--- config.mk ---
export PLATFORM = sky130hd
export DESIGN_NAME = seg7_scan_driver
export DESIGN_NICKNAME = d
export VERILOG_FILES = /design/src/rtl/seg7_pkg.sv /design/src/rtl/seg7_hex_decode.sv /design/src/rtl/seg7_scan_driver.sv
export SDC_FILE = /design/constraint.sdc
export NUM_CORES = 1
export LEC_CHECK = 0
export ABC_AREA = 0
export BUFFER_PORTS_ARGS = -buffer_cell sky130_fd_sc_hd__buf_4
export CORE_ASPECT_RATIO = 0.5
export CORE_MARGIN = 4
export CORE_UTILIZATION = 60
export DETAILED_ROUTE_END_ITERATION = 8
export PLACE_DENSITY = 0.9
export SLEW_MARGIN = 20
export SYNTH_ARGS = -nofsm -noshare
export SYNTH_HDL_FRONTEND = slang
export SYNTH_SLANG_ARGS = --single-unit
--- constraint.sdc ---
create_clock -name clk -period 6.4 [get_ports clk]
set_clock_uncertainty 0.2 [all_clocks]
set_input_delay 0.64 -clock clk [delete_from_list [all_inputs] [get_ports clk]]
set_output_delay 0.64 -clock clk [all_outputs]
set_load 0.05 [all_outputs]
--- src/rtl/seg7_pkg.sv ---
// Shared constants for the multiplexed 7-segment display driver.
// Segment patterns are active-low, bit order gfedcba.
package seg7_pkg;

    localparam int unsigned NUM_DIGITS = 8;

    localparam logic [7:0] SEG_OFF = 8'hFF;
    localparam logic [7:0] AN_OFF  = 8'hFF;

    // Entry n is the pattern for hex digit n.
    localparam logic [15:0][6:0] HEX_SEG = {
        7'h0E, 7'h06, 7'h21, 7'h46, 7'h03, 7'h08, 7'h10, 7'h00,
        7'h78, 7'h02, 7'h12, 7'h19, 7'h30, 7'h24, 7'h79, 7'h40
    };

    typedef enum logic {
        PH_GHOST,
        PH_DRIVE
    } phase_t;

endpackage

--- src/rtl/seg7_hex_decode.sv ---
// Combinational hex nibble to active-low gfedcba segment decoder.
module seg7_hex_decode
    import seg7_pkg::*;
(
    input  logic [3:0] nibble,
    output logic [6:0] seg
);

    always_comb begin
        seg = HEX_SEG[nibble];
    end

endmodule

--- src/rtl/seg7_scan_driver.sv ---
// Eight-digit time-multiplexed 7-segment driver with a frame-synchronous
// double buffer and a per-slot ghost-blanking interval.
module seg7_scan_driver
    import seg7_pkg::*;
#(
    parameter int unsigned SCAN_DIV = 100000,
    parameter int unsigned GHOST    = 1000
) (
    input  logic        clk,
    input  logic        rst,
    input  logic [31:0] data_in,
    input  logic [7:0]  point_in,
    input  logic [7:0]  blank_in,
    input  logic        load,
    output logic [7:0]  an,
    output logic [7:0]  seg,
    output logic        frame_tick
);

    localparam int unsigned   CW        = (SCAN_DIV > 1) ? $clog2(SCAN_DIV) : 1;
    localparam logic [CW-1:0] CNT_LAST  = CW'(SCAN_DIV - 1);
    localparam logic [CW-1:0] CNT_GHOST = CW'(GHOST);

    logic [CW-1:0] cnt;
    logic [CW-1:0] cnt_nxt;
    logic [2:0]    idx;
    logic          slot_end;
    logic          frame_end;

    phase_t phase;
    phase_t phase_nxt;

    logic [31:0] disp_data;
    logic [7:0]  disp_pt;
    logic [7:0]  disp_blank;
    logic [31:0] pend_data;
    logic [7:0]  pend_pt;
    logic [7:0]  pend_blank;
    logic        pend_valid;

    logic [3:0] nibble;
    logic [6:0] hex_seg;
    logic [7:0] an_d;
    logic [7:0] seg_d;

    always_comb begin
        slot_end  = (cnt == CNT_LAST);
        frame_end = slot_end && (idx == 3'd7);
        cnt_nxt   = slot_end ? '0 : cnt + CW'(1);
    end

    always_ff @(posedge clk or posedge rst) begin
        if (rst) begin
            cnt <= '0;
            idx <= '0;
        end else begin
            cnt <= cnt_nxt;
            if (slot_end) begin
                idx <= idx + 3'd1;
            end
        end
    end

    always_ff @(posedge clk or posedge rst) begin
        if (rst) begin
            phase <= PH_GHOST;
        end else begin
            phase <= phase_nxt;
        end
    end

    // Phase tracks the value cnt will hold next, so it always matches cnt.
    always_comb begin
        phase_nxt = phase;
        case (phase)
            PH_GHOST: if (cnt_nxt >= CNT_GHOST) phase_nxt = PH_DRIVE;
            PH_DRIVE: if (slot_end)             phase_nxt = PH_GHOST;
            default:                            phase_nxt = PH_GHOST;
        endcase
    end

    // Swap reads the pending buffer before any same-cycle load overwrites it.
    always_ff @(posedge clk or posedge rst) begin
        if (rst) begin
            disp_data  <= '0;
            disp_pt    <= '0;
            disp_blank <= '0;
            pend_data  <= '0;
            pend_pt    <= '0;
            pend_blank <= '0;
            pend_valid <= 1'b0;
        end else begin
            if (frame_end && pend_valid) begin
                disp_data  <= pend_data;
                disp_pt    <= pend_pt;
                disp_blank <= pend_blank;
            end
            if (load) begin
                pend_data  <= data_in;
                pend_pt    <= point_in;
                pend_blank <= blank_in;
                pend_valid <= 1'b1;
            end else if (frame_end) begin
                pend_valid <= 1'b0;
            end
        end
    end

    always_comb begin
        nibble = disp_data[{idx, 2'b00} +: 4];
    end

    seg7_hex_decode u_hex (
        .nibble (nibble),
        .seg    (hex_seg)
    );

    always_comb begin
        an_d  = AN_OFF;
        seg_d = SEG_OFF;
        if (phase == PH_DRIVE && !disp_blank[idx]) begin
            an_d  = ~(8'h01 << idx);
            seg_d = {~disp_pt[idx], hex_seg};
        end
    end

    always_ff @(posedge clk or posedge rst) begin
        if (rst) begin
            an         <= AN_OFF;
            seg        <= SEG_OFF;
            frame_tick <= 1'b0;
        end else begin
            an         <= an_d;
            seg        <= seg_d;
            frame_tick <= frame_end;
        end
    end

endmodule

=== Yosys cells after proc, flatten, opt, wreduce, memory -nomap -nowiden ===
Memories as Yosys holds them, arrays and structs flattened.
Cells that the tools add are included.
W data, S select, Z words.

* Bits in registers: 135
* Bits in latches: 0
* Bits in writable memories: 0
* Bits in read-only memories: 112
* Bits of input ports: 51
* Output and inout port bits: 17
* Logic and storage cells: 44
* Memories kept: 1

* Add/subtract/negate cells: 2
* Multiply operators: 0
* Divide/modulo/power cells: 0
* $lt $le $gt $ge: 3
* Eq/ne operators: 2
* Shift-type cells: 2
* Mux-type cells: 13
* Bitwise logic cells: 3
* Reductions and logical operators: 5

{| class="wikitable"
|+ Memory list
! name !! depth !! bits a word !! read ports !! clocked after memory_dff !! write ports !! RTL line !! source
|-
| (no name shown) || 16 || 7 || 1 || 0 || 0 || seg7_hex_decode.sv:10 || <nowiki>seg = HEX_SEG[nibble];</nowiki>
|}

{| class="wikitable"
|+ Operator list
! operator !! count
|-
| $shiftx A32 B6 Y4 || 1
|-
| $add A17 B1 Y17 const B || 1
|-
| $eq A17 B17 Y1 const B || 1
|-
| $ge A17 B10 Y1 const B || 1
|-
| $mux W17 || 1
|-
| $mux W8 || 2
|-
| $not A8 Y8 || 1
|-
| $shl A1 B3 Y8 const A || 1
|-
| $mux W7 || 1
|-
| $bmux W1 S3 || 2
|-
| $mux W1 || 6
|-
| $lt A4 B5 Y1 const B || 1
|-
| $lt A3 B4 Y1 const B || 1
|-
| $add A3 B1 Y3 const B || 1
|-
| $eq A3 B3 Y1 const B || 1
|-
| $logic_and A1 B1 Y1 || 3
|-
| $not A1 Y1 || 2
|-
| $pmux W1 S2 || 1
|-
| $reduce_bool A2 Y1 || 1
|-
| $logic_not A1 Y1 || 1
|}

=== Longest topological paths before layout ===
Gate-level depths: netlist of the first run.

* Depth in word-level cells: 5
* Depth in mapped cells: 8
* Depth with buffers taken out: 7

=== Cells and area by module ===
Synthesis of the first run repeated with hierarchy kept, for this count alone.

* Cell total of the unflattened synthesis: 439
* Area total of the unflattened synthesis: 6,072.1 sq um

{| class="wikitable"
|+ By module, submodules not included
! module !! times used !! cells an instance !! area each (sq um) !! sequential area each (sq um)
|-
| seg7_scan_driver || 1 || 408 || 5,810.6 || 3,398.3
|-
| seg7_hex_decode || 1 || 31 || 261.5 || 0.0
|}

=== Least setup slack after synthesis of the first run ===
No wires, ideal clock.

* Kind: flip-flop to flip-flop
* Start: register idx[0]
* End: register seg[3]
* Library setup time: 97 ps
* Arrival time: 2,313 ps
* Required time: 6,103 ps
* Path slack: 3,791 ps
* Cell stages (with the launch flop): 9
* Buffers on the path: 1
* Period minus slack after synthesis: 2,609 ps
* Cells stage by stage: dfrtp_1 -> buf_2 -> mux4_2 -> mux2i_1 -> inv_1 -> ha_1 -> nor2b_1 -> a211oi_1 -> o21ai_0

* Cells in the longest elaborated chain, start to end: 5
* Elaborated cells between the ends (all ways): 8
* Classes of those cells: shift: 1; mux: 4; reduce/logical: 2; memory: 1

{| class="wikitable"
|+ Ends and longest elaborated chain
! element !! RTL line !! source
|-
| start: declaration || seg7_scan_driver.sv:26 || <nowiki>logic [2:0] idx;</nowiki>
|-
| start signal: assignment || seg7_scan_driver.sv:59 || <nowiki>idx <= idx + 3'd1;</nowiki>
|-
| parallel branches: the longest is 4 deep, another holds $mem_v2 Z16 W7 || - ||
|-
| $mux W8 * || seg7_scan_driver.sv:121 || <nowiki>if (phase == PH_DRIVE && !disp_blank[idx]) begin</nowiki>
|-
| via seg_d[3] || seg7_scan_driver.sv:44 || <nowiki>logic [7:0] seg_d;</nowiki>
|-
| end signal: assignment || seg7_scan_driver.sv:134 || <nowiki>seg <= seg_d;</nowiki>
|-
| end: declaration || seg7_scan_driver.sv:16 || <nowiki>output logic [7:0] seg,</nowiki>
|}

Mark *: on every way through the listed nets, which the timed path passes. The select of a mux whose other input is x is not followed.
A chain may end at the register's enable or synchronous reset.

=== Worst setup path in the final report of the first run ===
* Start: register idx[0]
* End: register seg[0]

The elaborated chain is that of the path after synthesis.

==> summary.txt, run 1 <==
Status
  – Outcome: finished clean

GRT
  – GRT Overall Usage: a little over a fifth
  – Total grt overflow: 0
  – Largest net degree at the start of global routing: 80
  – Vias in the first global route: 3667
  – Initial antenna violation count: 0
  – First-pass GRT wire length: slightly below 20 mm

Setup path
  – Worst Reg-to-Reg Cells: 6
  – Reg2reg setup slack: ~3200 ps
  – Crit Reg-Reg Startpoint: idx[0]
  – Cell family with most CP delay: multiplexers
  – Worst path arrival time: between 3000 and 4000 ps
  – Reg2reg end: seg[0]
  – Cell Chain, Critical Path: mux4_2 > mux2i_1 > nand2b_1 > o22ai_1 > a31o_2 > nand2_1
  – Critical path capture point type: register
  – Worst Path Buf+Inv: 0
  – Required @ worst endpoint: approximately 6500 ps
  – CP max FO: 15
  – Slowest CP cell: dfrtp_1
  – CP Class: register to register
  – CP startpoint kind: register
  – Largest stage delay on the critical path: 860 ps

Logic synthesis
  – Yosys cell types: 48
  – Mapped Cells: 419
  – Post-synth ARST share: 100%
  – Mapped cell area: about 6000 µm²
  – Post-synth EDFFs: 0
  – Sequential-to-total area share from yosys stat: between 50% and 60%
  – Area leader, netlist: dfrtp_1
  – Ys flop type: dfrtp_1
  – Synthesized area per cell: 14.2 µm²
  – Most common cell in the netlist: dfrtp_1
  – Top cell type's share of synthesized area: between 40% and 50%
  – Largest cells by area after synthesis: dfrtp_1 50%, mux2_2 15%, dfstp_2 7.1%, mux2_4 5.0%, mux4_2 4.5%
  – Synth top cells by count: 119 x dfrtp_1, 77 x mux2_2, 23 x nand2_1
  – Warnings, synthesis: 0
  – Mapped Nets: approximately 480
  – Number of synthesized register bits: ~140

Place
  – Post-placement cell count: 600
  – PortBufs: 67
  – Routability cong.: around 0.9
  – Pre-CTS setup slack: around 3200 ps
  – Dpl hpwl: ~7.6 mm

STA
  – Worst rel slew slack: 29.4%
  – Max Fclk: 314 MHz
  – Crit path time final: 3190 ps
  – RSZ-0062 raised after global routing: false
  – Slew at the pin closest to its max-slew limit: around 1000 ps
  – Endpoints failing setup: 0
  – Post-route setup TNS: 0 ps
  – Post-route setup slack: 3210 ps
  – Final Cycle Share: roughly half
  – Final number of max-transition violations: 0
  – Fin. Hold Viols: 0

Floorplanning
  – Die ar.: between 10000 and 15000 µm²
  – Die W: 149 µm
  – Die H: slightly below 80 µm
  – FP Rows: 25
  – Num ports: 68
  – Starting Density: approximately 62%
  – Core Box Area: about 9600 µm²

Layout
  – Final std cells w/o fill: ~630
  – # nets final: 548
  – Layout cells sized above 1: between 40 and 50%
  – Fin util: between 70% and 80%
  – Fillers: between 500 and 600
  – Area grow syn2layout: 19.1%
  – Diode count: 0

Detailed routing
  – Wirelength per Cell: around 18 µm
  – Post-DRT Antenna Nets: 0
  – DR vias: about 3600
  – DR pass1 iterations: 5
  – Final WL: 11.6 mm
  – Vias per std cell: between 5 and 6
  – DRC Markers: 0
  – Initial DRC Count: about 260

Clocking
  – CTS Buffer Depth: 2
  – Clock-pin transition on the worst setup and hold timing paths: 60 ps
  – TritonCTS buffer count: 17
  – Post-CTS Hold Fix Bufs: 0
  – PostCTS Resize Cnt: 0
  – CTS tree: done
  – Setup Fix Bufs, Post-CTS: 0
  – Clock Latency Late Sink: approximately 420 ps
  – Clock H-tree levels: 4
  – Clk root buf: clkbuf_16
  – Clock sinks: approximately 140

Power and ir drop
  – Peak supply drop: around 180 µV
  – Static Leak: 3.31 nW
  – Pwr/cell area: 269 nW/µm²

Flow run
  – MaxCap Viol Count: 0

Worst hold path
  – Hold Crit Class: input port to asynchronous set/reset pin
[flip-flops by register name (all words and copies together) (netlist names)]
register,count
disp_data,32
pend_data,32
cnt,17
an,8
disp_blank,8
disp_pt,8
pend_blank,8
pend_pt,8
seg,8
idx,3
frame_tick,1
pend_valid,1
phase,1
[metrics by stage]
| step | instance area (µm²) | total power, mW | hold slack [ps] |
|---|---|---|---|
| after CTS | 7100 | 1.93 | 158 |
| after global placement | 6540 | 0.995 | 266 |
| after detailed placement | 6540 | 1.00 | 292 |
| final | 7100 | 1.91 | 132 |
| after floorplan | 5960 | 0.959 | 255 |
| after global routing | 7100 | 1.98 | 198 |
[power breakdown]
part	total [mW]	leakage (nW)	internal, mW	switching (mW)
registers	0.904	1.70	0.885	0.0187
logic	0.0806	1.33	0.0470	0.0337
clock network	0.926	0.277	0.541	0.384
total	1.91	3.31	1.47	0.437
[layer usage]
| metal | global-route usage (%) | up-vias | routed length, µm |
|---|---|---|---|
| met5 | 0 | - | 0 |
| met4 | 7.31 | 0 | 178 |
| met3 | 5.65 | 18 | 740 |
| met2 | 35.3 | 113 | 5690 |
| met1 | 28.9 | 1789 | 5030 |
| li1 | - | 1637 | - |
[kinds of logic (layout without fill, tap and decap cells)]
logic type	count (synthesis)	in the layout	synth area share, %
and+or+nand+nor	79	79	7.03
adders and majority gates	13	13	2.73
DFF	135	135	57.0
xor gates and xnor gates	17	17	2.50
AOI/OAI and AO/OA	28	28	3.21
muxes	114	114	25.0
buffers and inverters	33	111	2.56
[cells in the final DEF (no fill, tap or decap), types with 4 or more instances in the layout]
master | netlist | final
nor2b_1 | 4 | 4
clkbuf_16 | 0 | 17
nand3_1 | 7 | 7
a21oi_1 | 5 | 5
inv_6 | 0 | 5
xor2_1 | 4 | 4
nor2_1 | 15 | 15
o21ai_0 | 6 | 6
nand2_1 | 23 | 23
mux4_2 | 12 | 12
nand4_1 | 7 | 7
buf_4 | 1 | 69
mux2i_1 | 5 | 5
dfrtp_1 | 119 | 119
ha_1 | 13 | 13
mux2_2 | 77 | 77
inv_1 | 9 | 8
nor4_1 | 5 | 5
dfstp_2 | 16 | 16
xnor2_1 | 13 | 13
mux2_4 | 20 | 20
[area by class of cell]
cell class	instances	area (µm²)	area share, %
inverters	10	40.0	0.564
flip-flops and latches	135	3400	47.9
clock inverters	15	141	1.99
clock buffers	17	425	5.99
multi-input cells	251	2410	33.9
repair buffers	69	518	7.29
well taps	135	169	2.38
[how the worst max path moves through the flow]
stage | startpoint | to | slack (ps) | cells past startpoint
detailed placement | idx[0] | seg[3] | 3240 | 7
floorplan | rst | cnt[0] | 1980 | 1
CTS | idx[0] | seg[3] | 3220 | 7
finish | idx[0] | seg[0] | 3210 | 6
global route | idx[0] | seg[0] | 2920 | 6
global placement | idx[0] | seg[3] | 3280 | 7
Power figures use the tool's default switching activity.
==> run 2: changes to the inputs <==
--- a/config.mk
+++ b/config.mk
@@ -5,13 +5,13 @@
 export SDC_FILE = /design/constraint.sdc
 export NUM_CORES = 1
 export LEC_CHECK = 0
-export ABC_AREA = 0
+export ABC_AREA = 1
 export BUFFER_PORTS_ARGS = -buffer_cell sky130_fd_sc_hd__buf_4
 export CORE_ASPECT_RATIO = 0.5
 export CORE_MARGIN = 4
-export CORE_UTILIZATION = 60
+export CORE_UTILIZATION = 53
 export DETAILED_ROUTE_END_ITERATION = 8
-export PLACE_DENSITY = 0.9
+export PLACE_DENSITY = 0.84
 export SLEW_MARGIN = 20
 export SYNTH_ARGS = -nofsm -noshare
 export SYNTH_HDL_FRONTEND = slang
==> constraint.sdc (replaced) <==
create_clock -name clk -period 2.71 [get_ports clk]
set_clock_uncertainty 0.2 [all_clocks]
set_input_delay 0.271 -clock clk [delete_from_list [all_inputs] [get_ports clk]]
set_output_delay 0.271 -clock clk [all_outputs]
set_load 0.05 [all_outputs]
==> summary.txt, run 2 <==
Power and ir drop
  – Total power: between 4 and 5 mW
  – NetSw: 982 µW
  – Peak supply drop: approximately 460 µV
  – Internal power: 3.84 mW
  – Switching Fraction: between 20% and 30%
  – Seq pwr share: 43.6%
  – Pwr/cell area: 610 nW/µm²
  – Static Leak: 3.94 nW
  – Clock power share: 51.0%
  – Comb pwr share: about 5.5%

Setup path
  – Critical path capture point type: register
  – Cell family with most CP delay: flip-flops
  – Cell Chain, Critical Path: buf_4 > nor2_1 > nor2_1 > o21ai_0 > o21ai_0 > inv_1 > o21ai_2 > inv_1 > ha_1 > nand2_1 > nand3_1 > nand3_1
  – Slowest CP cell: dfrtp_1
  – CP Class: register to register
  – Worst path arrival time: 2600 ps
  – Required @ worst endpoint: approximately 2800 ps
  – Largest stage delay on the critical path: 540 ps
  – Worst Path Buf+Inv: 3
  – Crit Reg-Reg Startpoint: idx[0]
  – CP max FO: 18
  – Crit path from: idx[0]
  – CP startpoint kind: register

STA
  – Endpoints failing setup: 0
  – Crit path time final: around 2500 ps
  – Post-route setup TNS: 0 ps
  – Slew at the pin closest to its max-slew limit: ~780 ps
  – Max Fclk: slightly above 400 MHz
  – Post-route setup slack: about 240 ps
  – Fin. Hold Viols: 0
  – Worst rel slew slack: about 48%
  – Final Cycle Share: approximately nine tenths
  – RSZ-0062 raised after global routing: false
  – Final number of max-transition violations: 0

GRT
  – Vias in the first global route: approximately 5300
  – GRT Overall Usage: 23.5%
  – Initial antenna violation count: 0
  – First-pass GRT wire length: between 20 and 30 mm
  – Largest net degree at the start of global routing: approximately 120
  – Total grt overflow: 0

Detailed routing
  – Final WL: 15.1 mm
  – Post-DRT Antenna Nets: 0
  – DRC Markers: 0
  – Vias per std cell: just over 5
  – Wirelength per Cell: between 10 and 15 µm
  – DR vias: approximately 5300
  – DR pass1 iterations: 6
  – Initial DRC Count: approximately 500

Layout
  – Most frequent cells in the layout: 207 x nand2_1, 119 x dfrtp_1, 100 x inv_1, 79 x o21ai_0, 70 x buf_4
  – Layout cells sized above 1: between 10 and 15%
  – Fin util: 70.7%
  – Reg area: ~3400 µm²
  – Multi-input logic area: between 2000 and 2500 µm²
  – Diode count: 0
  – Most common cell after layout, fill and taps aside: nand2_1
  – # nets final: approximately 900
  – Area grow syn2layout: 27.7%
  – Finished Cell Area: around 7900 µm²
  – Fillers: around 800
  – Biggest regs: disp_data (32), pend_data (32), cnt (17)

Logic synthesis
  – Largest cells by area after synthesis: dfrtp_1 48%, nand2_1 13%, dfstp_2 6.8%, o21ai_0 6.6%, inv_1 6.1%
  – Post-synth ARST share: 100%
  – Area leader, netlist: dfrtp_1
  – Mapped Nets: 810
  – Number of synthesized register bits: 135
  – Synth top cells by count: 207 x nand2_1, 119 x dfrtp_1, 101 x inv_1
  – Mapped Cells: ~750
  – Mapped cell area: 6190 µm²
  – Post-synth EDFFs: 0
  – Most common cell in the netlist: nand2_1
  – Warnings, synthesis: 0
  – Sequential-to-total area share from yosys stat: 54.9%
  – Top cell type's share of synthesized area: a little under 50%
  – Synthesized area per cell: between 8 and 9 µm²
  – Yosys cell types: 31
  – Ys flop type: dfrtp_1

Floorplanning
  – FP Rows: 27
  – Die ar.: between 10000 and 15000 µm²
  – Die H: 84.4 µm
  – Starting Density: 55.3%
  – Die W: between 150 and 200 µm
  – Num ports: 68
  – Core Box Area: approximately 11000 µm²

Place
  – PortBufs: 67
  – Pre-CTS setup slack: 286 ps
  – DP Area: between 6000 and 7000 µm²
  – Dpl hpwl: slightly above 9 mm
  – Routability cong.: about 0.88

Clocking
  – Clock Latency Late Sink: around 410 ps
  – Clock H-tree levels: 4
  – Clk root buf: clkbuf_16
  – Clock-pin transition on the worst setup and hold timing paths: roughly 60 ps
  – Setup Fix Bufs, Post-CTS: 0
  – Clock sinks: about 140
  – CTS Buffer Depth: 2
  – CTS tree: done
  – TritonCTS buffer count: 17

Worst hold path
  – Hold Crit Class: input port to asynchronous set/reset pin

Status
  – Outcome: finished clean

Flow run
  – MaxCap Viol Count: 0
-- run 2: cell types whose count changed after synthesis, sizes merged, moves of 31 or more --
cell	change
o21ai	+116
nor2	+47
nand2	+186
nand3	+31
inv	+94
mux2	-97
-- run 2: cells by family (layout without fill, tap and decap cells) --
kind of cell | after synthesis | count (layout) | synth area share (%)
XOR/XNOR | 2 | 2 | 0.283
flip-flops | 135 | 135 | 54.9
buffers and inverters | 136 | 258 | 9.50
adder cells (fa/ha/maj) | 13 | 13 | 2.63
AO/OA/AOI/OAI | 138 | 138 | 11.6
AND/OR/NAND/NOR | 322 | 322 | 21.0
-- run 2: path summary, 6_finish.rpt --
| kind | slack [ps] | to | cells after the start |
|---|---|---|---|
| max in group asynchronous | 1230 | cnt[6] | 4 |
| worst max-delay path | 240 | seg[3] | 12 |
| min in group clk | 220 | pend_data[25] | 3 |
| worst max register to register | 240 | seg[3] | 12 |
| worst min-delay path | 170 | pend_data[1] | 3 |
| worst min register to register | 290 | disp_blank[7] | 2 |
-- run 2: cell type report --
type,instances,share of cell area (%)
multi-input combinational,475,27.8
tap,159,2.52
sequential,135,43.0
clock buffer,24,6.22
inverter,104,4.99
clock inverter,8,1.80
timing repair buffer,122,13.6
-- run 2: worst register-to-register path: cells and delay by family (launching register included) --
| kind | cells | cell delay (ps) |
|---|---|---|
| flip-flops | 1 | 540 |
| buffers and inverters | 3 | 520 |
| adder cells (fa/ha/maj) | 1 | 330 |
| AO/OA/AOI/OAI | 3 | 400 |
| AND/OR/NAND/NOR | 5 | 410 |
-- run 2: through the flow --
stage | std cells | hold slack (ps)
floorplan | 746 | 188
global placement | 946 | 54.0
detailed placement | 946 | 52.3
CTS | 1027 | 170
global route | 1027 | 206
finish | 1027 | 167
-- run 2: power by group through the flow --
stage	clock network, mW	registers [mW]	logic (mW)
global placement	0	2.13	0.197
global route	2.58	2.10	0.298
detailed placement	0	2.13	0.203
floorplan	0	2.13	0.111
CTS	2.48	2.10	0.261
finish	2.46	2.10	0.263
-- run 2: metal layers --
layer	up-vias	part of all wire, %	GRT usage, %	routed length (µm)
met5	-	0	0	0
met4	0	2.7	9.13	410
met3	39	5.4	4.90	821
met2	191	49	38.7	7340
met1	2530	43	31.0	6550
li1	2567	-	-	-
-- run 2: what timing repair did --
| action | 4_1_cts | 5_1_grt |
|---|---|---|
| hold buffers | 49 | 0 |
| gates resized for setup | 0 | 2 |
| endpoints found under the setup margin | 0 | 4 |
| hold endpoints to repair | 60 | 0 |
